[config.mk]
export PLATFORM = sky130hd
export DESIGN_NAME = ahb2apb_mux_bridge
export DESIGN_NICKNAME = d
export VERILOG_FILES = /design/src/rtl/ahb2apb_mux_bridge.sv
export SDC_FILE = /design/constraint.sdc
export NUM_CORES = 1
export LEC_CHECK = 0
export CELL_PAD_IN_SITES_DETAIL_PLACEMENT = 1
export CELL_PAD_IN_SITES_GLOBAL_PLACEMENT = 2
export CORE_AREA = 2 2 115 117
export DETAILED_ROUTE_END_ITERATION = 16
export DIE_AREA = 0 0 117 119
export DONT_BUFFER_PORTS = 1
export HOLD_SLACK_MARGIN = 0.03
export PLACE_DENSITY = 0.76
export SLEW_MARGIN = 10
export SYNTH_ARGS = -nofsm -noshare
export SYNTH_HDL_FRONTEND = slang
export SYNTH_SLANG_ARGS = --single-unit
[constraint.sdc]
create_clock -name HCLK -period 2.3 [get_ports HCLK]
set_clock_uncertainty 0.2 [all_clocks]
set_input_delay 0.46 -clock HCLK [delete_from_list [all_inputs] [get_ports HCLK]]
set_output_delay 0.46 -clock HCLK [all_outputs]
set_load 0.02 [all_outputs]
[src/rtl/ahb2apb_mux_bridge.sv]
// AHB-lite to APB3 bridge with an integrated NUM_SLV-way slave decoder/mux.
// Unmapped slots, slave errors and PREADY timeouts all produce a two-cycle AHB ERROR.
module ahb2apb_mux_bridge #(
  parameter int NUM_SLV = 4,
  parameter int SEL_LSB = 12,
  parameter int SEL_W   = 4,
  parameter int PADDR_W = 12,
  parameter int TIMEOUT = 255
) (
  input  logic                    HCLK,
  input  logic                    HRESET,
  input  logic                    HSEL,
  input  logic [31:0]             HADDR,
  input  logic [1:0]              HTRANS,
  input  logic                    HWRITE,
  input  logic [31:0]             HWDATA,
  input  logic                    HREADY,
  output logic [31:0]             HRDATA,
  output logic                    HREADYOUT,
  output logic [1:0]              HRESP,
  output logic [PADDR_W-1:0]      PADDR,
  output logic                    PENABLE,
  output logic                    PWRITE,
  output logic [31:0]             PWDATA,
  output logic [NUM_SLV-1:0]      PSEL,
  input  logic [32*NUM_SLV-1:0]   PRDATA,
  input  logic [NUM_SLV-1:0]      PREADY,
  input  logic [NUM_SLV-1:0]      PSLVERR,
  output logic                    timeout_evt
);

  localparam logic [2:0] IDLE   = 3'd0;
  localparam logic [2:0] SETUP  = 3'd1;
  localparam logic [2:0] ACCESS = 3'd2;
  localparam logic [2:0] ERR1   = 3'd3;
  localparam logic [2:0] ERR2   = 3'd4;

  localparam int CNT_W = (TIMEOUT > 1) ? $clog2(TIMEOUT) : 1;
  localparam logic [CNT_W-1:0] CNT_LAST = CNT_W'((TIMEOUT > 0) ? TIMEOUT - 1 : 0);

  logic [2:0]       state;
  logic [2:0]       state_nxt;
  logic [SEL_W-1:0] idx;
  logic [SEL_W-1:0] haddr_idx;
  logic [CNT_W-1:0] cnt;
  logic             accept;
  logic             mapped;
  logic             apb_active;
  logic             timeout_hit;
  logic [31:0]      sel_rdata;
  logic             sel_ready;
  logic             sel_err;
  logic             unused_sig;

  assign haddr_idx = HADDR[SEL_LSB+SEL_W-1:SEL_LSB];
  assign mapped    = 32'(haddr_idx) < NUM_SLV;
  assign accept    = HSEL & HREADY & HTRANS[1] & ((state == IDLE) | (state == ERR2));
  assign unused_sig = ^{HADDR, HTRANS[0]};

  // Only the currently addressed slave's response lines are looked at.
  always_comb begin
    sel_rdata = '0;
    sel_ready = 1'b0;
    sel_err   = 1'b0;
    for (int i = 0; i < NUM_SLV; i++) begin
      if (idx == SEL_W'(i)) begin
        sel_rdata = PRDATA[32*i +: 32];
        sel_ready = PREADY[i];
        sel_err   = PSLVERR[i];
      end
    end
  end

  assign timeout_hit = (TIMEOUT != 0) && (cnt == CNT_LAST) && !sel_ready;

  always_comb begin
    state_nxt = state;
    case (state)
      IDLE, ERR2: begin
        if (accept) state_nxt = mapped ? SETUP : ERR1;
        else        state_nxt = IDLE;
      end
      SETUP:  state_nxt = ACCESS;
      ACCESS: begin
        if (sel_ready)        state_nxt = sel_err ? ERR1 : IDLE;
        else if (timeout_hit) state_nxt = ERR1;
        else                  state_nxt = ACCESS;
      end
      ERR1:    state_nxt = ERR2;
      default: state_nxt = IDLE;
    endcase
  end

  always_ff @(posedge HCLK or posedge HRESET) begin
    if (HRESET) begin
      state       <= IDLE;
      idx         <= '0;
      PADDR       <= '0;
      PWRITE      <= 1'b0;
      cnt         <= '0;
      HRDATA      <= '0;
      timeout_evt <= 1'b0;
    end else begin
      state       <= state_nxt;
      timeout_evt <= (state == ACCESS) && timeout_hit;
      if (accept) begin
        idx    <= haddr_idx;
        PADDR  <= HADDR[PADDR_W-1:0];
        PWRITE <= HWRITE;
      end
      if (accept && mapped)      cnt <= '0;
      else if (state == ACCESS)  cnt <= cnt + 1'b1;
      // Read data is captured only on a good read; writes and errors leave it alone.
      if ((state == ACCESS) && sel_ready && !sel_err && !PWRITE)
        HRDATA <= sel_rdata;
    end
  end

  assign apb_active = (state == SETUP) || (state == ACCESS);

  always_comb begin
    PSEL = '0;
    for (int i = 0; i < NUM_SLV; i++) begin
      PSEL[i] = apb_active && (idx == SEL_W'(i));
    end
  end

  assign PENABLE   = (state == ACCESS);
  assign HREADYOUT = (state == IDLE) || (state == ERR2);
  assign HRESP     = ((state == ERR1) || (state == ERR2)) ? 2'b01 : 2'b00;
  assign PWDATA    = HWDATA;

endmodule

* Word level (Yosys, flattened, before mapping)
Cells that the tools add are included.
Operators by class: $add $sub $neg 1, multipliers 0, div/mod/pow operators 0, $lt $le $gt $ge 1, eq/ne operators 8, shift operators 0, mux-type cells 21, bitwise operators 4, reductions and logical operators 20
Operator list (number):
- $mux 32 | 4
- $mux 8 | 2
- $pmux 3 s4 | 1
- $logic_and 1x1->1 | 10
- $mux 1 | 10
- $add 8x1->8 const B | 1
- $eq 4x2->1 const B | 2
- $eq 8x8->1 const B | 1
- $mux 2 | 4
- $eq 3x2->1 const B | 2
- $eq 4x1->1 const B | 1
- $logic_not 4->1 | 1
- $lt 4x3->1 const B | 1
- $and 1x1->1 | 3
- $eq 3x1->1 const B | 1
- $eq 3x3->1 const B | 1
- $logic_not 1->1 | 3
- $logic_not 3->1 | 1
- $logic_or 1x1->1 | 3
- $reduce_bool 2->1 | 1
- $reduce_or 2->1 | 1
- $or 1x1->1 | 1
Word-level totals: bits in registers 61, latch bits 0, RAM bits 0, bits in read-only memories 0, input bits 207, output and inout bits 86, word-level logic and storage cells 62, memories 0

* Depth between registers and ports, before layout
Gate-level depths: netlist of the first run.
depth in word-level cells 10, mapped depth 7, gate-level depth less buffers 6

* Worst setup path after synthesis of the first run
No wires, ideal clock.
path type reg2out, from register idx[3], to output port PSEL[0], arrival 1775 ps, data required time 1640 ps, setup slack -135 ps, cell stages (with the launch flop) 5, buffers on the path 1, path through dfrtp_1 -> or2_2 -> clkbuf_1 -> nor3_1 -> nor3b_1
On the way: word-level cells in the longest chain between the ends 2
Ends and longest elaborated chain:
- from (decl) | line 43 | logic [SEL_W-1:0] idx;
- from (signal assigned) | line 107 | idx <= haddr_idx;
- $logic_not 4->1 | line 124 | PSEL[i] = apb_active && (idx == SEL_W'(i));
- $logic_and 1x1->1 | line 124
- to (decl) | line 25 | output logic [NUM_SLV-1:0] PSEL,
Every way passes these cells.

* Worst setup path after layout of the first run
from register state[2], to output port PENABLE
On the way: word-level cells in the longest chain between the ends 1
Ends and longest elaborated chain:
- from (decl) | line 41 | logic [2:0] state;
- from (signal assigned) | line 104 | state <= state_nxt;
- $eq 3x2->1 | line 128 | assign PENABLE = (state == ACCESS);
- to (decl) | line 22 | output logic PENABLE,
Every way passes these cells.

==> flow_summary_export.csv, run 1 <==
group,metric,value,unit
run_status,outcome,"completed",
setup_path,max_stage_delay,0.46,ns
sta,rsz0062_at_grt,"false",
detailed_routing,routed-via-count,2291,
detailed_routing,vias_per_cell,5.09,
synthesis,synth_top_area_frac,0.407,
synthesis,ys_seq_elements,61,
die,ioPinCount,293,
worst_hold_path,hold_depth,1,
sta,fin_crit_sh,0.965,
detailed_routing,route.detailed.drc,0,
synthesis,yosys.area.top_type,"dfrtp_1",
setup_path,reg2reg_slack,0.09,ns
setup_path,worstSetupStartpointType,"register",
global_routing,grt_max_degree,41,
synthesis,avgSynthCellArea,13.1,µm²
final_layout,stdcell_count,450,
synthesis,synth_enable_flop_cells,0,
clock_network,clk_pin_slew,0.05,ns
detailed_routing,drt-pass1-iter-count,3,
clock_network,cts_tree,"done",
placement,dp_slack,-0.0593,ns
global_routing,grt_pass1_vias,2621,
synthesis,synthDistinctLibCells,35,
die,die_w,117,µm
power,power_leakage,0.00170,µW
sta,worst_slew_pin_slew,0.510,ns
global_routing,grt_overflow,0,
synthesis,synth_flop_cell,"dfrtp_1",
setup_path,cp_top_family,"simple AND/OR/NAND/NOR gates",
synthesis,syn-num-nets,496,
clock_network,cts_buffer_depth,2,
die,initial_core_util,0.292,
run,cap_viol_max_count,0,
sta,setup_viol,0,
synthesis,synthTopCellsByArea,"dfrtp_1 41%, mux4_2 20%, mux2_2 15%",
setup_path,crit_path_end_kind,"output port",
die,dieArea,0.0139,mm²
synthesis,yosysWarningCount,0,
final_layout,drive_above_1_share,0.449,
final_layout,area_delta_synth_final,9.73,%
detailed_routing,wl,9890,µm
setup_path,cp_max_fo,10,
sta,finalSetupTns,0,ns
worst_hold_path,hp-class,"primary input to register",
die,core,0.0129,mm²
power,peakVddDrop,573,µV
synthesis,synthCells,287,
setup_path,cp.required,1.64,ns
placement,place_congestion,0.713,
detailed_routing,detail_route.wl_per_cell,22.0,µm
setup_path,critPathBufInv,2,
detailed_routing,drt.antenna.violating_nets,0,
final_layout,final_util,0.320,
sta,finalCriticalPeriod,2.22,ns
clock_network,clkSinkCount,61,
final_layout,nets,479,
setup_path,critical_path_arrival,1.56,ns
worst_hold_path,min_from,"HADDR[12]",
die,die_y,119,µm
setup_path,timing.rr.start,"state[2]",
synthesis,synth.yosys.seq_area_share,0.407,
worst_hold_path,worstHoldEndpoint,"idx[0]",
sta,report.final.slew_viol_count,0,
sta,hold_viol,0,
final_layout,insertedDiodeCount,0,
setup_path,crit_slowest_cell,"or3_1",
clock_network,cts-root-buf,"clkbuf_16",
sta,timing.final.ws_setup,0.0805,ns
clock_network,cts_buffers,9,
sta,clock.fmax,451,MHz
placement,numPortBuffers,0,
setup_path,reg2reg_depth,4,
clock_network,htreeDepth,3,
synthesis,synth.cell_area,0.00375,mm²
synthesis,synth_async_sr_flop_share,1.00,
placement,place_inst,432,
power,p_per_area,1420,mW/mm²
global_routing,grt_pass1_wl,14900,µm
global_routing,antenna_found_initial,0,
detailed_routing,drt_iter0_drc,37,
global_routing,grt_usage,0.145,
setup_path,critical_path_class,"register to output port",
placement,dp_hpwl,7540,µm
setup_path,regToRegEndpoint,"HRDATA[2]",
sta,relSlewSlack,0.659,
clock_network,clock_latency,0.33,ns
setup_path,crit_chain,"or3_1 > buf_4 > clkinv_2",
die,row_count,42,
-- power breakdown --
group / switching [µW] / internal, µW
Clock: 461 / 749
Sequential: 822 / 1540
Combinational: 992 / 1290
Total: 2280 / 3570
-- stage by stage --
stage | hold slack [ns] | total power (µW) | area (µm²)
after floorplan | 0.297 | 4120 | 3760
after global placement | 0.197 | 4550 | 3820
after detailed placement | 0.209 | 4670 | 3820
after CTS | 0.0604 | 5970 | 4120
after global routing | 0.0675 | 6240 | 4120
final | 0.0804 | 5850 | 4120
-- Yosys cell counts, types with 5 or more instances --
library cell,instances
nand2_1,6
nor2_1,11
nor2b_1,32
clkbuf_1,6
buf_2,5
mux2_2,49
xor2_1,6
dfrtp_1,61
mux4_2,33
buf_4,33
-- how the worst max path moves through the flow --
stage | cells past startpoint | from | slack, ns | end
6_report | 3 | state[2] | 0.08 | PENABLE
3_3_place_gp | 4 | PSLVERR[3] | -0.002 | HRDATA[9]
4_1_cts | 4 | idx[0] | 0.01 | HRDATA[10]
5_1_grt | 4 | idx[1] | 0.0008 | PSEL[2]
2_1_floorplan | 4 | idx[3] | 0.05 | PSEL[0]
3_5_place_dp | 4 | PSLVERR[3] | -0.06 | HRDATA[2]
-- final cells by class --
type	instances	area [µm²]
Sequential cell	61	1530
Timing Repair Buffer	22	209
Clock buffer	13	250
Multi-Input combinational cell	172	1890
Fill cell	1372	8750
Tap cell	176	220
Clock inverter	2	10.0
Inverter	4	16.3
-- flip-flops by register name, summed over array words and instances, names as in the netlist --
signal	cells
PADDR	12
cnt	8
HRDATA	32
idx	4
PWRITE	1
timeout_evt	1
state	3
-- per-layer routing --
metal,wire length [µm],share of wire,GRT usage
met2,5020,0.51,0.242
met4,174,0.018,0.0662
met1,3730,0.38,0.161
met3,967,0.098,0.0550
met5,0,0,0
-- cells in the final DEF (no fill, tap or decap), types with 2 or more instances in the layout --
cell type / count
buf_12: 3
o21ai_0: 3
nand4_1: 3
clkinv_2: 3
ha_1: 2
inv_1: 2
clkbuf_1: 3
nor2_1: 11
nand2_1: 6
mux2_1: 2
dfrtp_2: 2
and3_1: 3
nand3_1: 3
buf_4: 17
xor2_1: 6
clkbuf_16: 9
mux2_2: 49
and4_1: 2
dfrtp_1: 59
mux4_2: 33
nor3_1: 2
nor2b_1: 32
-- logic make-up after synthesis --
kind of cell	synth area share
AOI/OAI and AO/OA	0.0120
xor gates and xnor gates	0.0163
adders and majority gates	0.00666
buffers and inverters	0.0946
DFF	0.407
muxes	0.354
other	0.000999
and+or+nand+nor	0.109
-- what timing repair did --
| action | 4_1_cts | 5_1_grt |
|---|---|---|
| buffers inserted | 2 | 0 |
| pin swaps | 1 | 1 |
| resized for setup | 4 | 0 |
| hold endpoints to repair | 21 | 0 |
| endpoints found under the setup margin | 17 | 22 |
| hold buffers | 1 | 0 |
(Power assumes the default switching activity.)
==> run 2: changes to the inputs <==
--- a/config.mk
+++ b/config.mk
@@ -12,7 +12,8 @@
 export DIE_AREA = 0 0 117 119
 export DONT_BUFFER_PORTS = 1
 export HOLD_SLACK_MARGIN = 0.03
-export PLACE_DENSITY = 0.76
+export PLACE_DENSITY_LB_ADDON = 0.1
+export RECOVER_POWER = 25
 export SLEW_MARGIN = 10
 export SYNTH_ARGS = -nofsm -noshare
 export SYNTH_HDL_FRONTEND = slang
==> flow_summary_export.csv, run 2 (synthesized netlist as in run 1, its figures left out) <==
group,metric,value,unit
setup_path,worstSetupStartpointType,"register",
worst_hold_path,hp-class,"primary input to register",
global_routing,antenna_found_initial,1,
sta,relSlewSlack,0.405,
detailed_routing,detail_route.wl_per_cell,21.5,µm
final_layout,regMostFlops,"HRDATA",
placement,place_congestion,0.665,
setup_path,critical_path_arrival,2.23,ns
die,dieArea,0.0139,mm²
setup_path,crit_path_end_kind,"register",
die,die_y,119,µm
detailed_routing,drt-pass1-iter-count,2,
final_layout,most-common-layout-cells,"58 x dfrtp_1, 49 x mux2_2, 33 x mux4_2",
placement,place_inst,430,
detailed_routing,wl,9760,µm
die,row_count,42,
die,ioPinCount,293,
final_layout,stdcell_count,453,
global_routing,grt_pass1_wl,14500,µm
placement,numPortBuffers,0,
detailed_routing,vias_per_cell,4.97,
sta,setup_viol,0,
detailed_routing,routed-via-count,2253,
sta,finalCriticalPeriod,2.22,ns
setup_path,cp_max_fo,8,
sta,whs,0.0784,ns
die,initial_core_util,0.292,
global_routing,grt_overflow,0,
final_layout,ff_latch_area,0.00153,mm²
setup_path,cp.required,2.31,ns
power,p_per_area,1430,mW/mm²
clock_network,cts_buffers,9,
power,power_leakage,0.00170,µW
sta,clock.fmax,450,MHz
clock_network,cts_buffer_depth,2,
global_routing,grt_pass1_vias,2541,
sta,worst_slew_pin_slew,0.893,ns
final_layout,area_delta_synth_final,11.0,%
global_routing,grt_usage,0.141,
sta,rsz0062_at_grt,"false",
clock_network,cts-root-buf,"clkbuf_16",
detailed_routing,drt_iter0_drc,32,
run_status,outcome,"completed",
placement,dp_hpwl,7060,µm
setup_path,reg2reg_depth,5,
power,peakVddDrop,527,µV
worst_hold_path,hold_depth,1,
final_layout,final_common_cell,"dfrtp_1",
final_layout,multi_input_area,0.00191,mm²
sta,report.final.slew_viol_count,0,
die,die_w,117,µm
final_layout,largest_reg_flops,32,
sta,fin_crit_sh,0.966,
die,core,0.0129,mm²
run,cap_viol_max_count,0,
clock_network,clock_latency,0.33,ns
clock_network,htreeDepth,3,
clock_network,clk_pin_slew,0.05,ns
sta,hold_viol,0,
setup_path,critical_path_class,"register to register",
final_layout,drive_above_1_share,0.457,
final_layout,fillers,1351,
final_layout,reg_top3,"HRDATA x32, PADDR x12, cnt x8",
detailed_routing,route.detailed.drc,0,
detailed_routing,drt.antenna.violating_nets,0,
clock_network,clkSinkCount,61,
final_layout,nets,480,
global_routing,grt_max_degree,62,
clock_network,cts_tree,"done",
-- run 2: cell types whose count changed in the layout (fill, tap and decap cells not counted), sizes merged --
cell	change
clkbuf	+2
diode	+1
inv	-1
bufinv	+1
-- run 2: worst paths after layout --
check | end | slack [ns] | startpoint
max | HRDATA[20] | 0.08 | idx[0]
min | idx[1] | 0.08 | HADDR[13]
max reg2reg | HRDATA[20] | 0.08 | idx[0]
min reg2reg | cnt[7] | 0.33 | cnt[7]
max in group asynchronous | state[0] | 0.59 | HRESET
min in group asynchronous | HRDATA[3] | 0.70 | HRESET
-- run 2: what timing repair did --
item                                    CTS  global route
endpoints found under the hold margin    61             0
hold buffers                              1             0
cloned                                    1             0
pin swaps                                 2             1
resized for setup                        10             4
buffers inserted                          1             3
endpoints found under the setup margin   36            36
-- run 2: area by class of cell --
| class | instances | share of cell area |
|---|---|---|
| antenna | 1 | 0.000600 |
| clock buffer | 14 | 0.0585 |
| clock inverter | 2 | 0.00840 |
| inverter | 4 | 0.00360 |
| multi-input combinational | 172 | 0.459 |
| sequential | 61 | 0.367 |
| tap | 176 | 0.0528 |
| timing repair buffer | 23 | 0.0498 |
-- run 2: critical path, cell delays in order (launching register included) --
cell	delay, ns
dfrtp_2	0.38
mux4_2	0.56
nor4_4	0.26
buf_4	0.19
buf_6	0.16
mux2_2	0.34
-- run 2: power by group --
part / internal, µW / switching, µW / total, µW
Clock: 838 / 465 / 1300
Sequential: 1540 / 853 / 2390
Combinational: 1290 / 1000 / 2290
-- run 2: routing by layer --
metal | vias to the layer above | share of wire | global-route usage
met5 | - | 0 | 0
met4 | 0 | 0.024 | 0.0699
met3 | 24 | 0.11 | 0.0463
met2 | 126 | 0.50 | 0.237
met1 | 1130 | 0.37 | 0.158
li1 | 973 | - | -
-- run 2: per-stage QoR --
| step | TNS (ns) | total power, µW | worst slack (ns) | utilization | area (µm²) |
|---|---|---|---|---|---|
| CTS | 0 | 6060 | 0.00937 | 0.321 | 4140 |
| floorplan | 0 | 4120 | 0.0513 | - | 3760 |
| detailed placement | -0.843 | 4650 | -0.0524 | 0.295 | 3790 |
| finish | 0 | 5980 | 0.0785 | 0.324 | 4170 |
| global route | 0 | 6400 | 0.000189 | 0.324 | 4170 |
| global placement | -1.26 | 4630 | -0.0588 | 0.295 | 3790 |
==> run 3: changes to the inputs <==
--- a/config.mk
+++ b/config.mk
@@ -13,7 +13,6 @@
 export DONT_BUFFER_PORTS = 1
 export HOLD_SLACK_MARGIN = 0.03
 export PLACE_DENSITY_LB_ADDON = 0.1
-export RECOVER_POWER = 25
 export SLEW_MARGIN = 10
 export SYNTH_ARGS = -nofsm -noshare
 export SYNTH_HDL_FRONTEND = slang
==> flow_summary_export.csv, run 3 (synthesized netlist as in run 1, its figures left out) <==
group,metric,value,unit
placement,place_inst,430,
clock_network,clk_pin_slew,0.05,ns
setup_path,max_stage_delay,0.56,ns
run,cap_viol_max_count,0,
sta,rsz0062_at_grt,"false",
detailed_routing,drt.antenna.violating_nets,0,
clock_network,cts_buffer_depth,2,
sta,report.final.slew_viol_count,0,
placement,numPortBuffers,0,
global_routing,antenna_found_initial,1,
worst_hold_path,hp-class,"primary input to register",
power,power.switching,2320,µW
detailed_routing,vias_per_cell,4.97,
sta,setup_viol,0,
detailed_routing,drt_iter0_drc,31,
detailed_routing,routed-via-count,2253,
final_layout,stdcell_count,453,
power,p_sw_frac,0.388,
detailed_routing,route.detailed.drc,0,
final_layout,final_common_cell,"dfrtp_1",
global_routing,grt_max_degree,62,
die,row_count,42,
sta,clock.fmax,450,MHz
power,seq_power_share,0.399,
final_layout,ff_latch_area,0.00153,mm²
clock_network,clock_latency,0.33,ns
setup_path,cp_max_fo,8,
clock_network,clkSinkCount,61,
global_routing,grt_usage,0.141,
power,comb_power_share,0.383,
final_layout,largest_reg_flops,32,
run_status,outcome,"completed",
setup_path,crit_path_end_kind,"register",
setup_path,crit_slowest_cell,"mux4_2",
setup_path,critical_path_class,"register to register",
power,p_per_area,1430,mW/mm²
global_routing,grt_pass1_vias,2541,
setup_path,crit_chain,"mux4_2 > nor4_4 > buf_4 > buf_6 > mux2_2",
final_layout,fin_area,0.00418,mm²
final_layout,most-common-layout-cells,"58 x dfrtp_1, 49 x mux2_2, 33 x mux4_2",
placement,place_congestion,0.665,
power,peakVddDrop,527,µV
sta,whs,0.0784,ns
sta,hold_viol,0,
die,die_w,117,µm
final_layout,drive_above_1_share,0.460,
detailed_routing,detail_route.wl_per_cell,21.5,µm
sta,finalCriticalPeriod,2.22,ns
detailed_routing,wl,9760,µm
clock_network,cts-root-buf,"clkbuf_16",
setup_path,critical_path_arrival,2.23,ns
setup_path,cp.required,2.31,ns
power,intPower,3670,µW
final_layout,fillers,1349,
placement,dp_hpwl,7060,µm
die,core,0.0129,mm²
final_layout,multi_input_area,0.00191,mm²
power,clkPwrFrac,0.218,
clock_network,cts_tree,"done",
sta,finalSetupTns,0,ns
setup_path,worstSetupStartpointType,"register",
placement,dpl_cell_area,0.00379,mm²
sta,fin_crit_sh,0.966,
global_routing,grt_overflow,0,
final_layout,reg_top3,"HRDATA x32, PADDR x12, cnt x8",
final_layout,regMostFlops,"HRDATA",
global_routing,grt_pass1_wl,14500,µm
die,ioPinCount,293,
clock_network,cts_buffers,9,
final_layout,area_delta_synth_final,11.4,%
final_layout,nets,480,
die,die_y,119,µm
clock_network,htreeDepth,3,
detailed_routing,drt-pass1-iter-count,2,
power,power_leakage,0.00171,µW
die,dieArea,0.0139,mm²
die,initial_core_util,0.292,
==> run 3: path summary, 6_finish.rpt <==
check	start	to	slack, ns	cells after the start
setup / recovery	idx[0]	HRDATA[20]	0.08	5
hold / removal	HADDR[13]	idx[1]	0.08	1
setup reg to reg	idx[0]	HRDATA[20]	0.08	5
hold reg to reg	cnt[7]	cnt[7]	0.33	2
max in group asynchronous	HRESET	HRDATA[26]	1.13	3
min in group asynchronous	HRESET	HRDATA[3]	0.48	3
==> run 3: worst max-delay path, delay by kind of cell (launching register included) <==
kind,cells,cell delay [ns]
simple gates,1,0.26
buf+inv,2,0.35
flops,1,0.38
mux,2,0.90
==> run 3: layout make-up <==
class | instances | share of cell area
Clock buffer | 14 | 0.0583
Inverter | 4 | 0.00359
Clock inverter | 2 | 0.00838
Sequential cell | 61 | 0.366
Tap cell | 176 | 0.0527
Timing Repair Buffer | 23 | 0.0527
Antenna cell | 1 | 0.000598
Multi-Input combinational cell | 172 | 0.458
==> run 3: routing by layer <==
layer	track usage	routed length, µm	up-vias
li1	-	-	973
met1	0.158	3650	1130
met2	0.237	4850	126
met3	0.0463	1030	24
met4	0.0699	232	0
met5	0	0	-
==> run 3: power groups by stage <==
stage	registers [µW]	clock network (µW)	logic (µW)
4_1_cts	2420	1360	2280
6_report	2390	1300	2290
3_5_place_dp	2420	0	2220
5_1_grt	2460	1410	2530
2_1_floorplan	2250	0	1860
3_3_place_gp	2430	0	2200
==> run 3: timing repair <==
action / in CTS / in global routing
pin swaps: 2 / 1
gates cloned: 1 / 0
setup buffers: 1 / 3
hold buffers: 1 / 0
gates resized for setup: 10 / 4
endpoints found under the setup margin: 36 / 36
endpoints found under the hold margin: 61 / 0
==> run 3: metrics by stage <==
stage,utilization,total power [µW],worst slack (ns)
after floorplan,-,4120,0.0513
after global placement,0.295,4630,-0.0588
after detailed placement,0.295,4650,-0.0524
after CTS,0.321,6060,0.00937
after global routing,0.325,6400,0.000189
final,0.325,5990,0.0785
